**src/rtl/requantize_sf_sequencer_pkg.sv**
```systemverilog
// Shared requantizer definitions: band-walk FSM encoding and default geometry.
package requantize_sf_sequencer_pkg;

  localparam int NUM_SFB_DEF  = 22;
  localparam int SF_WIDTH_DEF = 4;
  localparam int SFB_W        = 5;

  typedef enum logic [1:0] {
    ST_IDLE    = 2'd0,
    ST_READ    = 2'd1,
    ST_CAPTURE = 2'd2,
    ST_OUT     = 2'd3
  } state_t;

endpackage

```
**src/rtl/requantize_sf_sequencer.sv**
```systemverilog
// Walks long-block scalefactor bands, fetching scalefac_l and pretab per band and
// emitting the requantizer exponent offset over a valid/ready handshake.
module requantize_sf_sequencer
  import requantize_sf_sequencer_pkg::*;
#(
  parameter int NUM_SFB  = NUM_SFB_DEF,
  parameter int SF_WIDTH = SF_WIDTH_DEF
) (
  input  logic                  clk,
  input  logic                  rst_n,
  input  logic                  start,
  input  logic                  preflag,
  input  logic                  scalefac_scale,
  output logic                  busy,
  output logic                  done,
  output logic                  pretab_en,
  output logic [SFB_W-1:0]      pretab_cb,
  input  logic [1:0]            pretab_data,
  output logic                  sf_en,
  output logic [SFB_W-1:0]      sf_addr,
  input  logic [SF_WIDTH-1:0]   sf_data,
  output logic                  out_valid,
  input  logic                  out_ready,
  output logic [SFB_W-1:0]      out_sfb,
  output logic [SF_WIDTH+2:0]   out_shift,
  output logic                  out_last
);

  localparam int OW = SF_WIDTH + 3;
  localparam logic [SFB_W-1:0] LAST_SFB = SFB_W'(NUM_SFB - 1);

  state_t            state, state_next;
  logic [SFB_W-1:0]  sfb;
  logic              preflag_q, scale_q;
  logic [OW-1:0]     shift_p1;
  logic              done_q;
  logic              accept, handshake, is_last;

  // Widened sum so the largest case (15 + 3) << 2 = 72 never truncates.
  function automatic logic [OW-1:0] scale_shift(
    input logic [SF_WIDTH-1:0] sf,
    input logic [1:0]          pt,
    input logic                use_pt,
    input logic                scale
  );
    logic [OW-1:0] sum;
    sum = OW'(sf) + OW'(use_pt ? pt : 2'd0);
    return scale ? (sum << 2) : (sum << 1);
  endfunction

  assign handshake = (state == ST_OUT) && out_ready;
  assign is_last   = (sfb == LAST_SFB);

  always_comb begin
    state_next = state;
    accept     = 1'b0;
    case (state)
      ST_IDLE: begin
        if (start) begin
          state_next = ST_READ;
          accept     = 1'b1;
        end
      end
      ST_READ:    state_next = ST_CAPTURE;
      ST_CAPTURE: state_next = ST_OUT;
      ST_OUT: begin
        if (handshake) state_next = is_last ? ST_IDLE : ST_READ;
      end
      default:    state_next = ST_IDLE;
    endcase
  end

  always_ff @(posedge clk) begin
    if (!rst_n) begin
      state     <= ST_IDLE;
      sfb       <= '0;
      preflag_q <= 1'b0;
      scale_q   <= 1'b0;
      shift_p1  <= '0;
      done_q    <= 1'b0;
    end else begin
      state  <= state_next;
      done_q <= handshake && is_last;
      if (accept) begin
        sfb       <= '0;
        preflag_q <= preflag;
        scale_q   <= scalefac_scale;
      end else if (handshake && !is_last) begin
        sfb <= sfb + SFB_W'(1);
      end
      // Stage p1: RAM/ROM data returned one cycle after READ is folded here.
      if (state == ST_CAPTURE)
        shift_p1 <= scale_shift(sf_data, pretab_data, preflag_q, scale_q);
    end
  end

  assign busy      = (state != ST_IDLE);
  assign done      = done_q;
  assign sf_en     = (state == ST_READ);
  assign sf_addr   = sfb;
  assign pretab_en = (state == ST_READ) && preflag_q;
  assign pretab_cb = sfb;
  assign out_valid = (state == ST_OUT);
  assign out_sfb   = sfb;
  assign out_shift = shift_p1;
  assign out_last  = (state == ST_OUT) && is_last;

endmodule

```
**config.mk**
```make
export PLATFORM = sky130hd
export DESIGN_NAME = requantize_sf_sequencer
export DESIGN_NICKNAME = d
export VERILOG_FILES = /design/src/rtl/requantize_sf_sequencer_pkg.sv /design/src/rtl/requantize_sf_sequencer.sv
export SDC_FILE = /design/constraint.sdc
export NUM_CORES = 1
export LEC_CHECK = 0
export ABC_AREA = 1
export BUFFER_PORTS_ARGS = -buffer_cell sky130_fd_sc_hd__buf_2
export CAP_MARGIN = 20
export CORE_ASPECT_RATIO = 0.75
export CORE_UTILIZATION = 31
export CTS_BUF_LIST = sky130_fd_sc_hd__clkbuf_8
export DETAILED_ROUTE_END_ITERATION = 12
export PLACE_DENSITY_LB_ADDON = 0.12
export SYNTH_ARGS = -nofsm -noshare
export SYNTH_HDL_FRONTEND = slang
export SYNTH_SLANG_ARGS = --single-unit
```
**constraint.sdc**
```tcl
create_clock -name clk -period 2.1 [get_ports clk]
set_clock_uncertainty 0.05 [all_clocks]
set_input_delay 0.21 -clock clk [delete_from_list [all_inputs] [get_ports clk]]
set_output_delay 0.21 -clock clk [all_outputs]
set_load 0.02 [all_outputs]
```
# [Word-level counts from Yosys, hierarchy flattened]
# Cells that the tools add are included.
[word_totals] regBits=17 latchBits=0 mem_bits_rw=0 romBits=0 input_bits=12 out_inout_bits=28 wordCells=33 n_memories=0
[classes] addsub=2 n_mul=0 div_mod_pow=0 order_cmp=0 eq_ne=6 n_shift=0 n_mux=8 n_bitwise=1 n_reduce_logical=10
[ops] cell="$pmux 2 s4" n=1
[ops] cell="$mux 7" n=1
[ops] cell="$mux 2" n=3
[ops] cell="$add 4x2->5" n=1
[ops] cell="$add 5x1->5 const B" n=1
[ops] cell="$eq 5x5->1 const B" n=1
[ops] cell="$logic_and 1x1->1" n=5
[ops] cell="$eq 2x2->1 const B" n=2
[ops] cell="$mux 1" n=3
[ops] cell="$eq 2x1->1 const B" n=1
[ops] cell="$logic_not 2->1" n=1
[ops] cell="$ne 2x1->1 const B" n=1
[ops] cell="$ne 2x2->1 const B" n=1
[ops] cell="$reduce_and 2->1" n=1
[ops] cell="$reduce_bool 2->1" n=1
[ops] cell="$reduce_or 2->1" n=1
[ops] cell="$logic_not 1->1" n=1
[ops] cell="$not 1->1" n=1

# [Depth between registers and ports, before layout]
# Gate-level depths: netlist of the first run.
[logic_depth] depth_word=4 mapped_depth=10 ltp_nobuf=10

# [Worst setup path before layout of the first run]
# OpenSTA, ideal clock, no wires.
[synth_path] path_kind="flip-flop to output port" start="register sfb[0] (netlist: out_sfb[0])" end="output port out_last" arrival_ps=1260 required_time_ps=1840 setup_slack_ps=580 path_stages_with_launch=6 n_path_buf=0 cell_sequence="dfxtp_1 ha_1 nand2_1 inv_1 nand2_4 nor2_1"
[synth_between] elab_chain_cells=2
[synth_rtl] item="from (decl)" line_no="requantize_sf_sequencer.sv:33" source="logic [SFB_W-1:0] sfb;"
[synth_rtl] item="from (signal assigned)" line_no="requantize_sf_sequencer.sv:89" source="sfb <= sfb + SFB_W'(1);"
[synth_rtl] item="$eq 5x5->1" line_no="requantize_sf_sequencer.sv:52" source="assign is_last = (sfb == LAST_SFB);"
[synth_rtl] item="$logic_and 1x1->1" line_no="requantize_sf_sequencer.sv:106" source="assign out_last = (state == ST_OUT) && is_last;"
[synth_rtl] item="to (decl)" line_no="requantize_sf_sequencer.sv:26" source="output logic out_last"
# No other way between the ends.

# [Worst setup path after layout of the first run]
# Ends and elaborated chain as after synthesis.

==> metrics.md, run 1 <==
| Metric | Value |
|---|---|
| Final setup violation count | `0` |
| Layout Nets | `205` |
| Worst hold endpoint | `preflag_q$_SDFFE_PN0P_` |
| Core area | `3333 um2` |
| Place WS | `0.4860 ns` |
| Count leader, synth | `nand2_1` |
| Post-route ant nets | `0` |
| Post-CTS Hold Buffers | `0` |
| PD cells | `831.5 nW/um2` |
| Vias in the first global route | `814` |
| Adder-cell share of the synthesized area | `0.1217` |
| Crit path arrival time | `1.39 ns` |
| CP Data Required Time | `1.84 ns` |
| Sequential share of the synthesized area | `0.2939` |
| Post-synthesis xor/xnor area fraction | `0.01607` |
| Num CTS Buffers | `3` |
| Final worst-path setup slack | `between 0.4 and 0.5 ns` |
| Combinational share of power | `0.403` |
| Syn Area/Cell | `7.170 um2` |
| Gate Count Post-Synth | `152` |
| Cell Area, Placed | `1236 um2` |
| RSZ-0062 raised after global routing | `false` |
| GP Congestion | `0.8284` |
| Chip height | `roughly 53 um` |
| Die Span X | `70.47 um` |
| # IOs | `40` |
| Number of flops mapped to enable cells by yosys | `0` |
| Clock root buffer | `clkbuf_8` |
| Post-synthesis mux area share | `0` |
| Failing checks | `DRC` |
| Starting DRC count in detailed routing | `29` |
| Synth unique cells | `28` |
| Gr usage total | `0.1254` |
| Placed Cells | `218` |
| Worst VDD drop | `0.0003030 V` |
| Vias per cell | `roughly 4.3` |
| Commonest cells post-synth | `nand2_1 (39), inv_1 (26), dfxtp_1 (16)` |
| GR Overflow Total | `0` |
| Worst reg-to-reg setup slack | `0.49 ns` |
| Period minus WS final | `1.647 ns` |
| Initial antenna violation count | `0` |
| Clock Pin Slew Worst Setup and Hold Paths | `0.06 ns` |
| Critical path endpoint category | `output pin` |
| RR Startpoint | `preflag_q$_SDFFE_PN0P_` |
| Top_reg_cell synth | `dfxtp_1` |
| Ranking of synthesized cells by area | `dfxtp_1 (29%), nand2_1 (13%), ha_1 (10%)` |
| Min-delay src | `preflag` |
| Hold Path Class | `in2reg` |
| Initial Util | `0.3270` |
| Int Power | `0.0006382 W` |
| Synthesized net count | `174` |
| Finished Cell Area | `~1300 um2` |
| Synthesis warning total | `0` |
| CTS tree | `built` |
| Clock latency on the worst-skew pair | `0.25 ns` |
| Via count | `about 950` |
| Final HPWL from detailed placement | `1723 um` |
| Antenna cells | `0` |
| Max-cap viol count | `0` |
| Clock share of power | `0.216` |
| Num Clock Sinks | `16` |
| Reg power frac | `0.382` |
| First-pass GRT wire length | `3588 um` |
| Period utilization | `0.7842` |
| Initial DRT Pass Iterations | `8` |
| Max-slew violations | `0` |
| CTS Buffer Depth | `2` |
| Largest family of logic cells by synthesized area | `simple AND/OR/NAND/NOR gates` |
| Crit Path Max Fanout | `8` |
| Residual DRC | `5` |
| Switching power | `0.0004241 W` |
| Setup TNS | `0 ns` |
| Startpoint Class | `flop` |
| Critical path class | `reg2out` |
| Port bufs | `38` |
| Non-Filler Instances | `221` |
| Post-synthesis compound-gate area fraction | `0.09874` |
| Postcts setup bufs | `0` |
| Final wirelength | `2128 um` |
| Sw Share | `0.3992` |
| Fraction of registers with async set/reset | `0` |
| Synth top area share | `0.2939` |
| Synthesized cell area | `1090 um2` |
| Cts repair resizes | `0` |
| Area leader, netlist | `dfxtp_1` |
| Rows | `18` |
| Status | `finished with violations` |
| Wirelength per Cell | `9.629 um` |
| Share of post-route cells with drive strength above 1 | `0.2873` |
| Area of the die | `between 3000 and 4000 um2` |
| H-tree depth | `1` |
| Max Fclk | `607.3 MHz` |
| Reg2reg path depth | `9` |
| Area grow syn2layout | `17.22%` |
| Largest net degree at the start of global routing | `11` |
| Worst Hold Depth | `3` |
| Worst flop-to-flop path endpoint | `out_shift[4]$_SDFFE_PN0N_` |
| Number of synthesized register bits | `16` |
| Pleak | `0.7301 nW` |
| Synth Area in Simple Gates | `0.2767` |
| Final Hold Vio Count | `0` |
==> cells by family after synthesis <==
kind of cell / Yosys count
xor gates and xnor gates: 2
adders and majority gates: 10
and+or+nand+nor: 65
other: 1
buffers and inverters: 40
AOI/OAI and AO/OA: 18
DFF: 16
==> stage by stage <==
stage	hold WS, ns	utilization	power (W)
after global placement	0.4056	0.3709	0.0008398
after global routing	0.1625	0.3833	0.001159
after CTS	0.1632	0.3833	0.001077
after floorplan	0.2957	-	0.0007292
final	0.1654	0.3833	0.001062
after detailed placement	0.4232	0.3709	0.0008450
==> registers in the layout, summed over array words and instances (netlist names) <==
register,count
out_shift,6
preflag_q,1
out_sfb,5
scale_q,1
state,2
done,1
==> critical path, cell delays in order, from the launching register on <==
cell,delay [ns]
dfxtp_1,0.46
ha_1,0.19
nand2_1,0.05
inv_1,0.10
nand2_4,0.09
nor2_1,0.09
buf_2,0.17
==> cells in the final DEF (no fill, tap or decap), drive strengths merged, types with 2 or more instances in the layout <==
master	netlist	layout
inv	28	28
nand3	5	5
xor2	2	2
a21oi	9	9
clkbuf	0	3
dfxtp	16	16
nor2	13	13
buf	12	38
nand4	2	2
o21ai	5	5
nand2	43	43
ha	9	9
==> routing by layer <==
layer  routed length, um  global-route usage  up-vias
li1                    -                   -      513
met1                1108              0.1595      412
met2                 898              0.2055       20
met3                 114             0.04762        2
met4                   7             0.02041        0
met5                   0                   0        -
==> how the worst max path moves through the flow <==
stage	slack, ns	end	startpoint
after global placement	0.53	out_shift[3]$_SDFFE_PN0N_	preflag_q$_SDFFE_PN0P_
after CTS	0.42	out_last	out_sfb[0]$_SDFFE_PP0P_
after global routing	0.30	out_shift[5]$_SDFFE_PN0N_	preflag_q$_SDFFE_PN0P_
final	0.45	out_last	out_sfb[0]$_SDFFE_PP0P_
after floorplan	0.58	out_last	out_sfb[0]$_SDFFE_PP0P_
after detailed placement	0.49	out_shift[4]$_SDFFE_PN0N_	preflag_q$_SDFFE_PN0P_
==> power groups by stage <==
stage / Combinational [W] / Sequential (W) / Clock [W]
finish: 0.000428 / 0.000405 / 0.000229
global route: 0.000491 / 0.000415 / 0.000253
CTS: 0.000434 / 0.000406 / 0.000237
detailed placement: 0.000431 / 0.000414 / 0
global placement: 0.000429 / 0.000410 / 0
floorplan: 0.000287 / 0.000443 / 0
==> layout make-up <==
cell class                 instances  area [um2]
fill                             363        2056
clock buffer                       3       41.29
timing repair buffer              38       190.2
inverter                          28       112.6
multi-input combinational         96       563.0
tap                               40       50.05
sequential                        16       320.3
(Power assumes the default switching activity.)
==> run 2, diff against run 1 <==
--- a/config.mk
+++ b/config.mk
@@ -5,7 +5,7 @@
 export SDC_FILE = /design/constraint.sdc
 export NUM_CORES = 1
 export LEC_CHECK = 0
-export ABC_AREA = 1
+export ABC_AREA = 0
 export BUFFER_PORTS_ARGS = -buffer_cell sky130_fd_sc_hd__buf_2
 export CAP_MARGIN = 20
 export CORE_ASPECT_RATIO = 0.75
==> constraint.sdc (replaced) <==
create_clock -name clk -period 1.7 [get_ports clk]
set_clock_uncertainty 0.05 [all_clocks]
set_input_delay 0.17 -clock clk [delete_from_list [all_inputs] [get_ports clk]]
set_output_delay 0.17 -clock clk [all_outputs]
set_load 0.02 [all_outputs]
==> metrics.md, run 2 <==
| Metric | Value |
|---|---|
| Share of post-route cells with drive strength above 1 | `0.4025` |
| Period minus WS final | `between 1.5 and 2 ns` |
| RR Startpoint | `preflag_q$_SDFFE_PN0P_` |
| Fraction of registers with async set/reset | `0` |
| Worst VDD drop | `between 0.0008 and 0.0009 V` |
| Pleak | `0.6381 nW` |
| Critical path endpoint category | `flop` |
| Ranking of synthesized cells by area | `dfxtp_1 (31%), ha_1 (11%), buf_4 (7.9%)` |
| Postcts setup bufs | `0` |
| CTS tree | `built` |
| # IOs | `40` |
| Layout Nets | `~180` |
| Starting DRC count in detailed routing | `28` |
| Final HPWL from detailed placement | `1885 um` |
| Area grow syn2layout | `24.52%` |
| Largest net degree at the start of global routing | `12` |
| Count leader, synth | `dfxtp_1` |
| Clock Pin Slew Worst Setup and Hold Paths | `0.07 ns` |
| Final Hold Vio Count | `0` |
| Synthesized cell area | `1046 um2` |
| Top_reg_cell synth | `dfxtp_1` |
| Wirelength per Cell | `12.47 um` |
| Initial Util | `0.3415` |
| Synth unique cells | `38` |
| Largest register FFs | `6` |
| CTS Buffer Depth | `2` |
| Rows | `17` |
| Chip height | `52.31 um` |
| Area of the multi-input gates | `slightly above 600 um2` |
| Core area | `3063 um2` |
| Leading cell type in the layout, fill and taps excluded | `buf_2` |
| Clock root buffer | `clkbuf_8` |
| Critical path class | `reg2reg` |
| Max-slew violations | `0` |
| Post-route ant nets | `0` |
| GP Congestion | `0.8046` |
| Synthesized net count | `148` |
| Setup TNS | `0 ns` |
| CP Data Required Time | `1.82 ns` |
| Post-CTS Hold Buffers | `0` |
| PD cells | `1139 nW/um2` |
| Synthesis warning total | `0` |
| First-pass GRT wire length | `4119 um` |
| Final setup violation count | `0` |
| Sequential share of the synthesized area | `0.3062` |
| Period utilization | `0.9577` |
| Residual DRC | `0` |
| Max Fclk | `just over 600 MHz` |
| Crit path from | `preflag_q$_SDFFE_PN0P_` |
| Commonest cells post-synth | `dfxtp_1 (16), buf_4 (11), nand2_1 (10)` |
| Crit path arrival time | `about 1.8 ns` |
| Num Clock Sinks | `16` |
| Gate Count Post-Synth | `126` |
| Max-cap viol count | `0` |
| Initial DRT Pass Iterations | `4` |
| GR Overflow Total | `0` |
| Clock latency on the worst-skew pair | `0.25 ns` |
| Startpoint Class | `flop` |
| Port bufs | `38` |
| Syn Area/Cell | `~8.3 um2` |
| Synth top area share | `0.3062` |
| Via count | `between 900 and 1000` |
| Area of the die | `3613 um2` |
| Commonest cells after routing, fill and taps aside | `buf_2 (38), dfxtp_1 (11), nand2_1 (10)` |
| Fillers | `approximately 330` |
| Gr usage total | `0.1462` |
| Worst Hold Slack | `0.1344 ns` |
| Status | `finished clean` |
| Power Total | `0.001484 W` |
| Vias per cell | `just under 5` |
| Hold Path Class | `in2reg` |
| Crit Path Max Fanout | `3` |
| Die Span X | `just under 70 um` |
| Final wirelength | `2456 um` |
| Vias in the first global route | `884` |
| Number of flops mapped to enable cells by yosys | `0` |
| Initial antenna violation count | `0` |
| Number of synthesized register bits | `16` |
| Reg area | `329.1 um2` |
| H-tree depth | `1` |
| Area leader, netlist | `dfxtp_1` |
| Antenna cells | `0` |
| Num CTS Buffers | `3` |
| Min-delay src | `out_ready` |
run 2: final timing paths:
check | to | slack, ns | depth (start not counted)
max reg2reg | out_shift[5]$_SDFFE_PN0N_ | 0.07 | 7
min reg2reg | out_shift[6]$_SDFFE_PN0N_ | 0.42 | 2
min | done$_SDFF_PN0_ | 0.13 | 2
max | out_shift[5]$_SDFFE_PN0N_ | 0.07 | 7
run 2: cells by family after synthesis:
kind of cell	Yosys count	synth area share
flops	16	0.3062
xor+xnor	1	0.008375
other cells	1	0.003585
simple gates	47	0.2548
mux	1	0.009570
fa+ha+maj	10	0.1268
buf+inv	24	0.1328
compound gates	26	0.1579
run 2: critical path, stage by stage, from the launching register on:
cell and delay (ns):
dfxtp_2 0.32, buf_4 0.13, nand2_1 0.11, inv_1 0.07, ha_1 0.30, a21o_1 0.22, a21o_1 0.18, a41oi_1 0.19
run 2: per-layer routing:
layer / vias up / GRT usage / wire [um]
met4: 0 / 0.04422 / 16
li1: 490 / - / -
met1: 443 / 0.1991 / 1234
met3: 2 / 0.05000 / 115
met2: 24 / 0.2168 / 1091
met5: - / 0 / 0
run 2: area by class of cell:
cell class                 instances  area share
timing repair buffer              45      0.1864
tap                               38     0.03650
inverter                           9     0.02594
multi-input combinational         86      0.4669
clock buffer                       3     0.03170
sequential                        16      0.2526
run 2: repair_timing:
| action | 4_1_cts | 5_1_grt |
|---|---|---|
| pin swaps | 0 | 3 |
| setup endpoints to repair | 1 | 9 |
| resized for setup | 2 | 12 |
run 2: per-stage QoR:
| step | instances | instance area (um2) | setup WS, ns | util |
|---|---|---|---|---|
| after global routing | 197 | 1303 | -0.008922 | 0.4252 |
| after CTS | 197 | 1276 | 0.01734 | 0.4167 |
| after detailed placement | 194 | 1232 | -0.01889 | 0.4024 |
| final | 197 | 1303 | 0.07186 | 0.4252 |
| after global placement | 194 | 1232 | 0.04171 | 0.4024 |
| after floorplan | 126 | 1047 | 0.001684 | - |
run 2: power breakdown:
group | internal [W] | switching [W]
Sequential | 0.000456 | 0.0000597
Combinational | 0.000295 | 0.000384
Clock | 0.000157 | 0.000133
Total | 0.000908 | 0.000576
